`src/rtl/dbg_loader.sv`:
```
`timescale 1ns/1ps
`default_nettype none
// ============================================================================
// Module   : dbg_loader
// Function : UART framed program loader and debug memory port arbiter; owns
//            the CPU reset line.
// Revision : 1.0
// ============================================================================
module dbg_loader #(
    parameter bit BOOT_HOLD   = 1'b1,
    parameter int TIMEOUT_CYC = 1000000
) (
    input  logic        clk,
    input  logic        reset,
    input  logic        rx_valid,
    input  logic [7:0]  rx_data,
    output logic        rx_ready,
    output logic        tx_valid,
    output logic [7:0]  tx_data,
    input  logic        tx_ready,
    input  logic        mem_ready,
    output logic        cpu_n_reset,
    output logic        dbg_mem_op,
    output logic [3:0]  dbg_wren,
    output logic [31:0] dbg_adr,
    output logic [31:0] dbg_do
);

    localparam logic [7:0] C_SYNC     = 8'hA5;
    localparam logic [7:0] C_CMD_LOAD = 8'h01;
    localparam logic [7:0] C_CMD_RUN  = 8'h02;
    localparam logic [7:0] C_CMD_HALT = 8'h03;
    localparam logic [7:0] C_RSP_OK   = 8'h4F;
    localparam logic [7:0] C_RSP_ERR  = 8'h45;

    localparam int                   C_TMO_W    = (TIMEOUT_CYC > 1) ? $clog2(TIMEOUT_CYC) : 1;
    localparam logic [C_TMO_W-1:0]   C_TMO_LAST = C_TMO_W'(TIMEOUT_CYC - 1);

    typedef enum logic [2:0] {
        S_IDLE  = 3'd0,
        S_CMD   = 3'd1,
        S_ADDR  = 3'd2,
        S_CNT   = 3'd3,
        S_DATA  = 3'd4,
        S_WRITE = 3'd5,
        S_SUM   = 3'd6,
        S_RESP  = 3'd7
    } state_t;

    state_t               r_state;
    logic [1:0]           r_idx;
    logic [15:0]          r_cnt;
    logic [7:0]           r_sum;
    logic [C_TMO_W-1:0]   r_tmo;
    logic                 r_cpu_n_reset;
    logic                 r_tx_valid;
    logic [7:0]           r_tx_data;
    logic                 r_mem_op;
    logic [3:0]           r_wren;
    logic [31:0]          r_adr;
    logic [31:0]          r_do;

    logic                 w_rx_ready;
    logic                 w_rx_fire;
    logic                 w_tmo_armed;
    logic                 w_timeout;
    logic [15:0]          w_cnt_full;

    assign w_rx_ready  = (r_state != S_WRITE) && (r_state != S_RESP);
    assign w_rx_fire   = rx_valid && w_rx_ready;
    assign w_tmo_armed = (r_state != S_IDLE) && (r_state != S_RESP) && (r_state != S_WRITE);
    assign w_timeout   = w_tmo_armed && !w_rx_fire && (r_tmo == C_TMO_LAST);
    assign w_cnt_full  = {rx_data, r_cnt[7:0]};

    always_ff @(posedge clk) begin
        if (reset) begin
            r_state       <= S_IDLE;
            r_idx         <= 2'd0;
            r_cnt         <= 16'd0;
            r_sum         <= 8'd0;
            r_tmo         <= '0;
            r_cpu_n_reset <= !BOOT_HOLD;
            r_tx_valid    <= 1'b0;
            r_tx_data     <= 8'd0;
            r_mem_op      <= 1'b0;
            r_wren        <= 4'd0;
            r_adr         <= 32'd0;
            r_do          <= 32'd0;
        end else begin
            r_tmo <= (w_rx_fire || !w_tmo_armed) ? '0 : r_tmo + C_TMO_W'(1);
            case (r_state)
                S_IDLE: begin
                    if (w_rx_fire && rx_data == C_SYNC)
                        r_state <= S_CMD;
                end
                S_CMD: begin
                    if (w_rx_fire) begin
                        case (rx_data)
                            C_CMD_LOAD: begin
                                r_cpu_n_reset <= 1'b0;
                                r_idx         <= 2'd0;
                                r_sum         <= 8'd0;
                                r_state       <= S_ADDR;
                            end
                            C_CMD_RUN: begin
                                r_cpu_n_reset <= 1'b1;
                                r_tx_valid    <= 1'b1;
                                r_tx_data     <= C_RSP_OK;
                                r_state       <= S_RESP;
                            end
                            C_CMD_HALT: begin
                                r_cpu_n_reset <= 1'b0;
                                r_tx_valid    <= 1'b1;
                                r_tx_data     <= C_RSP_OK;
                                r_state       <= S_RESP;
                            end
                            default: begin
                                r_tx_valid <= 1'b1;
                                r_tx_data  <= C_RSP_ERR;
                                r_state    <= S_RESP;
                            end
                        endcase
                    end
                end
                S_ADDR: begin
                    if (w_rx_fire) begin
                        // Low address bits are dropped as the first byte arrives
                        r_adr[{r_idx, 3'b000} +: 8] <= (r_idx == 2'd0) ? {rx_data[7:2], 2'b00} : rx_data;
                        r_idx <= r_idx + 2'd1;
                        if (r_idx == 2'd3)
                            r_state <= S_CNT;
                    end
                end
                S_CNT: begin
                    if (w_rx_fire) begin
                        if (r_idx == 2'd0) begin
                            r_cnt[7:0] <= rx_data;
                            r_idx      <= 2'd1;
                        end else begin
                            r_cnt   <= w_cnt_full;
                            r_idx   <= 2'd0;
                            r_state <= (w_cnt_full == 16'd0) ? S_SUM : S_DATA;
                        end
                    end
                end
                S_DATA: begin
                    if (w_rx_fire) begin
                        r_do[{r_idx, 3'b000} +: 8] <= rx_data;
                        r_sum <= r_sum + rx_data;
                        r_idx <= r_idx + 2'd1;
                        if (r_idx == 2'd3) begin
                            r_mem_op <= 1'b1;
                            r_wren   <= 4'hF;
                            r_state  <= S_WRITE;
                        end
                    end
                end
                S_WRITE: begin
                    if (mem_ready) begin
                        r_mem_op <= 1'b0;
                        r_wren   <= 4'd0;
                        r_adr    <= r_adr + 32'd4;
                        r_cnt    <= r_cnt - 16'd1;
                        r_state  <= (r_cnt == 16'd1) ? S_SUM : S_DATA;
                    end
                end
                S_SUM: begin
                    if (w_rx_fire) begin
                        r_tx_valid <= 1'b1;
                        r_tx_data  <= (rx_data == r_sum) ? C_RSP_OK : C_RSP_ERR;
                        r_state    <= S_RESP;
                    end
                end
                S_RESP: begin
                    if (tx_ready) begin
                        r_tx_valid <= 1'b0;
                        r_state    <= S_IDLE;
                    end
                end
                default: r_state <= S_IDLE;
            endcase
            // An idle link aborts the frame; completed writes are kept
            if (w_timeout) begin
                r_tx_valid <= 1'b1;
                r_tx_data  <= C_RSP_ERR;
                r_state    <= S_RESP;
            end
        end
    end

    assign rx_ready    = w_rx_ready;
    assign tx_valid    = r_tx_valid;
    assign tx_data     = r_tx_data;
    assign cpu_n_reset = r_cpu_n_reset;
    assign dbg_mem_op  = r_mem_op;
    assign dbg_wren    = r_wren;
    assign dbg_adr     = r_adr;
    assign dbg_do      = r_do;

endmodule
`default_nettype wire

```
`config.mk`:
```
export PLATFORM = sky130hd
export DESIGN_NAME = dbg_loader
export DESIGN_NICKNAME = d
export VERILOG_FILES = /design/src/rtl/dbg_loader.sv
export SDC_FILE = /design/constraint.sdc
export NUM_CORES = 1
export LEC_CHECK = 0
export ABC_AREA = 1
export CORE_MARGIN = 3
export CORE_UTILIZATION = 25
export DETAILED_ROUTE_END_ITERATION = 16
export GPL_TIMING_DRIVEN = 0
export HOLD_SLACK_MARGIN = 0.08
export SLEW_MARGIN = 10
export SYNTH_ARGS = -nofsm -noshare
export SYNTH_HDL_FRONTEND = slang
export SYNTH_SLANG_ARGS = --single-unit
```
`constraint.sdc`:
```
create_clock -name clk -period 2.7 [get_ports clk]
set_input_delay 0.54 -clock clk [delete_from_list [all_inputs] [get_ports clk]]
set_output_delay 0.54 -clock clk [all_outputs]
set_load 0.005 [all_outputs]
```
* After elaboration in Yosys (flattened, before gate mapping)
Cells that the tools add are included.
** Operators by class
- Shift operators :: 3
- Multiplexer cells :: 58
- $add $sub $neg :: 6
- Reductions and logical operators :: 40
- Equal/unequal tests :: 41
** Operators by type and width (number)
- $bwmux 32 :: 2
- $mux 32 :: 2
- $pmux 32 s2 :: 1
- $shiftx 8x7->32 :: 2
- $mux 8 :: 7
- $pmux 8 s2 :: 3
- $ne 3x3->1 const B :: 14
- $mux 3 :: 13
- $add 32x3->32 const B :: 1
- $mux 16 :: 2
- $pmux 16 s2 :: 1
- $shift 8x7->32 const A :: 1
- $pmux 3 s8 :: 1
- $reduce_and 4->1 :: 6
- $ne 2x2->1 const B :: 11
- $add 20x1->20 const B :: 1
- $eq 20x20->1 const B :: 1
- $eq 16x1->1 const B :: 1
- $eq 8x2->1 const B :: 2
- $logic_not 16->1 :: 1
- $mux 4 :: 4
- $sub 16x1->16 const B :: 1
- $mux 2 :: 7
- $eq 3x3->1 const B :: 4
- 29 further kinds :: 59
** Storage, ports and cells
- Register bits :: 128
- Input port bits :: 13
- Output and inout port bits :: 80

* Depth between registers and ports, before layout
Gate-level depths: netlist of run 1.
- Depth in word-level cells :: 8
- Mapped depth :: 13
- Mapped depth without buffers :: 12

* Worst setup path after synthesis of run 1
Ideal clock, no wire load.
- Kind :: flip-flop to flip-flop
- From :: register r_idx[0]
- To :: register r_adr[18], in the netlist dbg_adr[18]
- Slack :: 626 ps
- Period minus slack after synthesis :: 2074 ps
- Arrival time :: 2004 ps
- Data required time :: 2630 ps
- Buffers on the path :: 2
- Stages on the path, launching flop included :: 13
- Cells stage by stage :: dfxtp_1 -> buf_2 -> inv_1 -> ha_1 -> clkbuf_2 -> inv_1 -> nor2_1 -> clkinv_1 -> nor2_4 -> nand2_1 -> nor2_1 -> nor2_1 -> a21oi_1
** Between the ends
- Word-level cells in the longest chain between the ends :: 6
- Elaborated cells on any way between the ends :: 8
- Classes of those cells :: 1 x add/sub; 2 x shift; 4 x mux; 1 x reduce/logical
** Ends and longest elaborated chain
- start: declaration :: line 51 : logic [1:0] r_idx;
- start signal: assignment :: line 129 : r_idx <= r_idx + 2'd1;
- start signal: assignment :: line 150 : r_idx <= r_idx + 2'd1;
- parallel branches: the longest is 3 deep, another holds $neg 5->7
- $bwmux 32 * :: line 128 : r_adr[{r_idx, 3'b000} +: 8] <= (r_idx == 2'd0) ? {rx_data[7:2], 2'b00} : rx_data;
- $mux 32 * :: line 126 : if (w_rx_fire) begin
- $pmux 32 s2 * :: line 91 : case (r_state)
- end signal: indexed assignment :: line 128
- end signal: assignment :: line 162 : r_adr <= r_adr + 32'd4;
- end: declaration :: line 60 : logic [31:0] r_adr;
Mark *: on every way between the ends. The select of a mux whose other input is x is not followed.
A chain may end at the register's enable or synchronous reset.

* Worst setup path after layout of run 1
- From :: register r_idx[0]
- To :: register r_adr[28], in the netlist dbg_adr[28]
Same word-level chain as after synthesis.

==> metrics.yaml, run 1 <==
outcome:
  outcome: "completed"
worst_setup_path:
  path_cells: "buf_2 -> inv_1 -> ha_1 -> clkbuf_2 -> nor2_1 -> inv_1 -> nor3_1 -> nor2_1 -> a21oi_1"
  r2r_slack_ns: 0.25
  cpMaxStageDelayCell: "nor2_1"
  crit_end: "dbg_adr[28]$_SDFFE_PP0P_"
  critPathLaunchType: "flip-flop"
  critical_path_class: "reg -> reg"
  crit_path_start: "r_idx[0]$_SDFFE_PP0P_"
  r2r_start: "r_idx[0]$_SDFFE_PP0P_"
  cp-end-kind: "flip-flop"
  rr_worst_depth: 9
  crit_fanout: 10
  cp.arrival_ns: 2.81
  crit_required_ns: 3.06
  critPathMaxStageDelay_ns: 0.40
  r2r_end: "dbg_adr[28]$_SDFFE_PP0P_"
timing:
  layout_worst_path_cycle_share_pct: 90.76
  min_period_ns: 2.451
  slew_viol_final: 0
  max_freq_ghz: 0.4081
  max-slew-margin-rel_pct: 53.45
  skew_ns: 0.01270
  setup_ws_ns: 0.2495
  tightest_slew_ns: 0.6983
  finalSetupViolations: 0
  hold_viol: 0
  tns_ns: 0
  grt_setup_unrepaired: "false"
detailed_routing:
  wl_met2_mm: 11.00
  wl_mm: 24.49
  met1Wirelength_mm: 11.65
  vias_per_cell: 4.763
  highest_layer: "met4"
  vias: 7535
  met3WireLength_mm: 1.263
  ant_nets: 0
  wl_per_cell_um: 15.48
  drt-initial-drc-count: 680
  drc: 0
  dr.pass1.iters: 6
synthesis:
  synth-xor-area-share_pct: 2.981
  yosysTopAreaCellShare_pct: 33.50
  yosysTopAreaCell: "dfxtp_1"
  ys_seq_area_share_pct: 33.50
  synth_area_per_cell_um2: 6.474
  synth_mux_area_share_pct: 0
  synth_top_family_by_area: "simple AND/OR/NAND/NOR gates"
  yosys.area_share.simple_pct: 33.93
  synth_seq_cells: 118
  synth_area_um2: 7051
  synth_compound_area_share_pct: 17.07
  ys_warn_count: 0
  synth_fa_ha_area_share_pct: 3.123
  synth_area_leaders: "dfxtp_1, nand2_1, nor2_1"
  netlist_instances: 1089
  synth_cell_types: 47
clock_network:
  cts.sinks: 118
  cts_tree: "built"
  h-tree-depth: 4
  post_cts_buffers: 0
  numCtsBuffers: 17
  insertion_delay_ns: 0.43
  root_buffer: "clkbuf_16"
  cts.clk_slew.worst_paths_ns: 0.06
  cts_resized: 0
  clock_path_buffers: 2
  ctsHoldBuffers: 0
layout:
  layout_commonest_cell: "nand2_1"
  final-seq-area_um2: 2362
  nets: 1228
  layout-drive-gt1-share_pct: 7.273
  multi_input_area_um2: 4038
  areaGrowthSynthToFinish_pct: 27.72
  mostFrequentLayoutCells: "nand2_1, nor2_1, dfxtp_1, a21oi_1, inv_1"
  fillers: 2998
  diodes: 0
worst_hold_path:
  hold_path_class: "reg -> reg"
power:
  power_density_nw_per_um2: 758.9
  p_leak_nw: 3.538
  peakVddDrop_mv: 0.5381
global_route:
  grt_usage_pct: 15.89
  first_global_vias: 7128
  grt_max_degree: 17
  grt_pass1_wl_mm: 38.46
  antenna_found_initial: 0
  overflow: 0
place:
  io_buffer_count: 88
  pre_cts_slack_ns: -0.1125
  dp_hpwl_mm: 18.18
  routabilityCongestion: 0.9187
die:
  core.rowCount: 60
  die_h_um: 173.9
  ioPinCount: 93
  core-area_um2: 27330
  initial_core_util_pct: 25.80
  die_w_um: 173.9
  dieArea_um2: 30250
flow_run:
  maxCapViolCount: 0
area by class of cell:
class,instances,share of cell area [%]
Clock buffer,23,5.308
Sequential cell,118,26.23
Multi-Input combinational cell,821,44.84
Inverter,108,4.544
Tap cell,372,5.169
Clock inverter,8,1.362
Timing Repair Buffer,88,9.782
Buffer,44,2.765
synth_stat cells (all sizes together):
cell type / count
nor4: 6
nand3: 53
o21ai: 91
o211a: 2
nor2b: 1
a31oi: 7
a211oi: 2
ha: 16
nand2: 252
or3: 1
clkinv: 2
nor3: 29
o31ai: 1
nor3b: 5
clkbuf: 20
nand4: 22
conb: 1
fa: 1
a21o: 2
inv: 106
a22oi: 2
o22ai: 4
nor2: 168
dfxtp: 118
or2: 7
a21oi: 110
xnor2: 4
a21boi: 2
buf: 24
nand3b: 10
xor2: 20
routing by layer:
metal	GRT usage (%)	vias up
li1	-	3799
met1	21.64	3431
met2	25.30	267
met3	2.250	38
met4	6.468	0
met5	0	-
worst max-delay path: cells and delay by family, from the launching register on:
family	cells	cell delay (ns)
adder cells (fa/ha/maj)	1	0.33
AND/OR/NAND/NOR	3	0.76
buffers and inverters	4	0.78
AO/OA/AOI/OAI	1	0.14
flip-flops	1	0.36
kinds of logic (layout without fill, tap and decap cells):
| logic type | count (synthesis) | in the layout |
|---|---|---|
| DFF | 118 | 118 |
| other | 1 | 3 |
| AOI/OAI and AO/OA | 223 | 223 |
| adders and majority gates | 17 | 17 |
| buffers and inverters | 152 | 271 |
| xor gates and xnor gates | 24 | 24 |
| and+or+nand+nor | 554 | 554 |
worst min path at each step:
stage / startpoint / endpoint / slack [ns] / cells after the start
detailed placement: dbg_adr[0]$_SDFFE_PP0P_ / dbg_adr[0]$_SDFFE_PP0P_ / 0.44 / 2
global placement: r_tmo[0]$_SDFF_PP0_ / r_tmo[0]$_SDFF_PP0_ / 0.43 / 1
floorplan: r_tmo[0]$_SDFF_PP0_ / r_tmo[0]$_SDFF_PP0_ / 0.42 / 1
CTS: dbg_adr[0]$_SDFFE_PP0P_ / dbg_adr[0]$_SDFFE_PP0P_ / 0.45 / 2
global route: dbg_adr[0]$_SDFFE_PP0P_ / dbg_adr[0]$_SDFFE_PP0P_ / 0.46 / 2
finish: dbg_adr[0]$_SDFFE_PP0P_ / dbg_adr[0]$_SDFFE_PP0P_ / 0.44 / 2
registers in the layout, summed over array words and instances, names as in the netlist:
signal and count:
tx_valid 1, r_state 3, cpu_n_reset 1, r_sum 8, r_idx 2, dbg_adr 32
tx_data 2, r_cnt 16, dbg_do 32, r_tmo 20, dbg_wren 1
power by group:
| part | switching, W | total, W | internal [W] | leakage, nW |
|---|---|---|---|---|
| Clock | 0.000852 | 0.00237 | 0.00152 | 0.285 |
| Combinational | 0.00154 | 0.00235 | 0.000813 | 2.30 |
| Sequential | 0.000187 | 0.00211 | 0.00193 | 0.953 |
stage by stage:
stage	cells	utilization (%)	cell area [µm²]	power [W]	hold slack [ns]
2_1_floorplan	1091	-	7058	0.003715	0.4175
3_3_place_gp	1551	30.76	8404	0.004424	0.4318
3_5_place_dp	1551	30.76	8404	0.004444	0.4376
4_1_cts	1582	32.95	9005	0.006834	0.4470
5_1_grt	1582	32.95	9005	0.007236	0.4650
6_report	1582	32.95	9005	0.006833	0.4438
Power figures use the tool's default switching activity.
==> run 2: changes to the inputs <==
--- a/config.mk
+++ b/config.mk
@@ -9,6 +9,7 @@
 export CORE_MARGIN = 3
 export CORE_UTILIZATION = 25
 export DETAILED_ROUTE_END_ITERATION = 16
+export GPL_ROUTABILITY_DRIVEN = 0
 export GPL_TIMING_DRIVEN = 0
 export HOLD_SLACK_MARGIN = 0.08
 export SLEW_MARGIN = 10
==> run 2 against run 1 <==
Worst setup slack improved by 0.033 ns. Wire length decreased by 1.0%. Total power decreased by 1.8%. Die area unchanged. Count of clock-buffer cells in the layout decreased by 4. Core utilization decreased by 0.092 points. Clock power decreased by 5%. Cell area decreased by 0.28%. Highest routed layer unchanged.
==> metrics.yaml, run 2 (same netlist as run 1, synthesis figures left out) <==
outcome:
  outcome: "completed"  # unchanged
place:
  dp_hpwl_mm: 18.23  # was 18.18 mm
  io_buffer_count: 88  # unchanged
power:
  power.total_w: 0.006711  # was 0.006833 W
  p_leak_nw: 3.529  # was 3.538 nW
  peakVddDrop_mv: 0.5459  # was 0.5381 mV
  power_density_nw_per_um2: 747.4  # was 758.9 nW/µm²
  p_sw_share_pct: 38.77  # was 37.75%
  seqPwrFrac_pct: 31.5  # was 30.9%
  p_int_w: 0.004109  # was 0.004254 W
  power.net_switching_w: 0.002602  # was 0.002579 W
  p_clk_share_pct: 33.3  # was 34.6%
  combPwrFrac_pct: 35.1  # was 34.4%
clock_network:
  cts.clk_slew.worst_paths_ns: 0.06  # about the same
  ctsHoldBuffers: 0  # unchanged
  h-tree-depth: 4  # unchanged
  root_buffer: "clkbuf_16"  # unchanged
  cts.sinks: 118  # unchanged
  numCtsBuffers: 17  # unchanged
  clock_path_buffers: 2  # unchanged
  insertion_delay_ns: 0.43  # about the same
  post_cts_buffers: 0  # unchanged
  cts_tree: "built"  # unchanged
layout:
  mostFrequentLayoutCells: "nand2_1, nor2_1, dfxtp_1, a21oi_1, inv_1"  # unchanged
  areaGrowthSynthToFinish_pct: 27.36  # was 27.72%
  nets: 1228  # unchanged
  layout_commonest_cell: "nand2_1"  # unchanged
  utilization_pct: 32.86  # was 32.95%
  diodes: 0  # unchanged
  layout-drive-gt1-share_pct: 7.514  # was 7.273%
worst_setup_path:
  critical_path_class: "reg -> reg"  # unchanged
  crit_fanout: 10  # unchanged
  cp.arrival_ns: 2.69  # was 2.81 ns
  critPathLaunchType: "flip-flop"  # unchanged
  cp-end-kind: "flip-flop"  # unchanged
  crit_required_ns: 2.97  # was 3.06 ns
timing:
  max-slew-margin-rel_pct: 52.80  # was 53.45%
  slew_viol_final: 0  # unchanged
  tightest_slew_ns: 0.7079  # was 0.6983 ns
  min_period_ns: 2.417  # was 2.451 ns
  finalSetupViolations: 0  # unchanged
  hold_ws_ns: 0.4520  # was 0.4438 ns
  layout_worst_path_cycle_share_pct: 89.53  # was 90.76%
  hold_viol: 0  # unchanged
  skew_ns: 0.01616  # was 0.01270 ns
  max_freq_ghz: 0.4137  # was 0.4081 GHz
  grt_setup_unrepaired: "false"  # unchanged
  tns_ns: 0  # unchanged
worst_hold_path:
  hold_path_class: "reg -> reg"  # unchanged
die:
  die_w_um: 173.9  # unchanged
  dieArea_um2: 30250  # unchanged
  die_h_um: 173.9  # unchanged
  ioPinCount: 93  # unchanged
  initial_core_util_pct: 25.80  # unchanged
  core.rowCount: 60  # unchanged
  core-area_um2: 27330  # unchanged
global_route:
  grt_pass1_wl_mm: 38.30  # was 38.46 mm
  antenna_found_initial: 0  # unchanged
  first_global_vias: 7160  # was 7128
  overflow: 0  # unchanged
  grt_max_degree: 17  # unchanged
  grt_usage_pct: 15.83  # was 15.89%
detailed_routing:
  wl_mm: 24.24  # was 24.49 mm
  vias_per_cell: 4.771  # was 4.763
  ant_nets: 0  # unchanged
  wl_per_cell_um: 15.31  # was 15.48 µm
  drc: 0  # unchanged
  vias: 7553  # was 7535
  drt-initial-drc-count: 685  # was 680
  dr.pass1.iters: 6  # unchanged
flow_run:
  maxCapViolCount: 0  # unchanged
run 2: cell count changes in the layout (fill, tap and decap cells not counted):
| cell | before | now |
|---|---|---|
| bufinv_16 | 3 | 2 |
| clkbuf_1 | 22 | 20 |
| clkbuf_8 | 3 | 1 |
| clkinv_2 | 3 | 6 |
| clkinv_4 | 0 | 2 |
| clkinvlp_4 | 3 | 4 |
run 2: final cells by class:
type	count	area, µm²
plain buffers	44	249.0
clock buffers	19	442.9
clock inverters	13	132.6
fillers	3002	18350
inverters	108	409.1
multi-input cells	821	4038
flip-flops and latches	118	2362
well taps	372	465.4
repair buffers	88	880.8
run 2: per-stage QoR:
stage / area [µm²] / worst slack (ns) / cells
6_report: 8980 / 0.2827 / 1583
5_1_grt: 8980 / 0.07216 / 1583
4_1_cts: 8980 / 0.1725 / 1583
3_5_place_dp: 8404 / -0.1480 / 1551
3_3_place_gp: 8404 / -0.1409 / 1551
2_1_floorplan: 7058 / 0.6261 / 1091
run 2: final timing paths:
check                               start                      end  slack [ns]  cells past startpoint
setup / recovery    r_idx[0]$_SDFFE_PP0P_    r_cnt[9]$_SDFFE_PP0P_        0.28                     12
hold / removal    dbg_adr[1]$_SDFFE_PP0P_  dbg_adr[1]$_SDFFE_PP0P_        0.45                      2
setup reg to reg    r_idx[0]$_SDFFE_PP0P_    r_cnt[9]$_SDFFE_PP0P_        0.28                     12
hold reg to reg   dbg_adr[1]$_SDFFE_PP0P_  dbg_adr[1]$_SDFFE_PP0P_        0.45                      2
run 2: routing by layer:
layer	vias up	GRT usage, %	share of wire, %	wire length (µm)
met2	279	25.56	45	10860
met4	0	4.926	2.5	595
met3	40	2.883	5.9	1438
met1	3436	21.47	47	11350
met5	-	0	0	0
li1	3798	-	-	-
run 2: what timing repair did:
item | 4_1_cts | 5_1_grt
resized for setup | 0 | 1
setup endpoints to repair | 0 | 10
hold endpoints to repair | 0 | 0
run 2: power groups by stage:
stage | combinational [W] | sequential (W) | clock, W
5_1_grt | 0.00264 | 0.00214 | 0.00234
3_3_place_gp | 0.00227 | 0.00214 | 0
6_report | 0.00236 | 0.00211 | 0.00224
4_1_cts | 0.00232 | 0.00211 | 0.00226
3_5_place_dp | 0.00229 | 0.00215 | 0
2_1_floorplan | 0.00162 | 0.00210 | 0
run 2: critical path: stages (launching register included):
cell and delay, ns:
dfxtp_1 0.36, buf_2 0.29, inv_1 0.15, ha_1 0.21, buf_2 0.18, inv_1 0.16, nor2_1 0.08, inv_1 0.11
nand2_1 0.07, nor2_1 0.23, inv_1 0.16, o21ai_0 0.18, a21oi_1 0.09
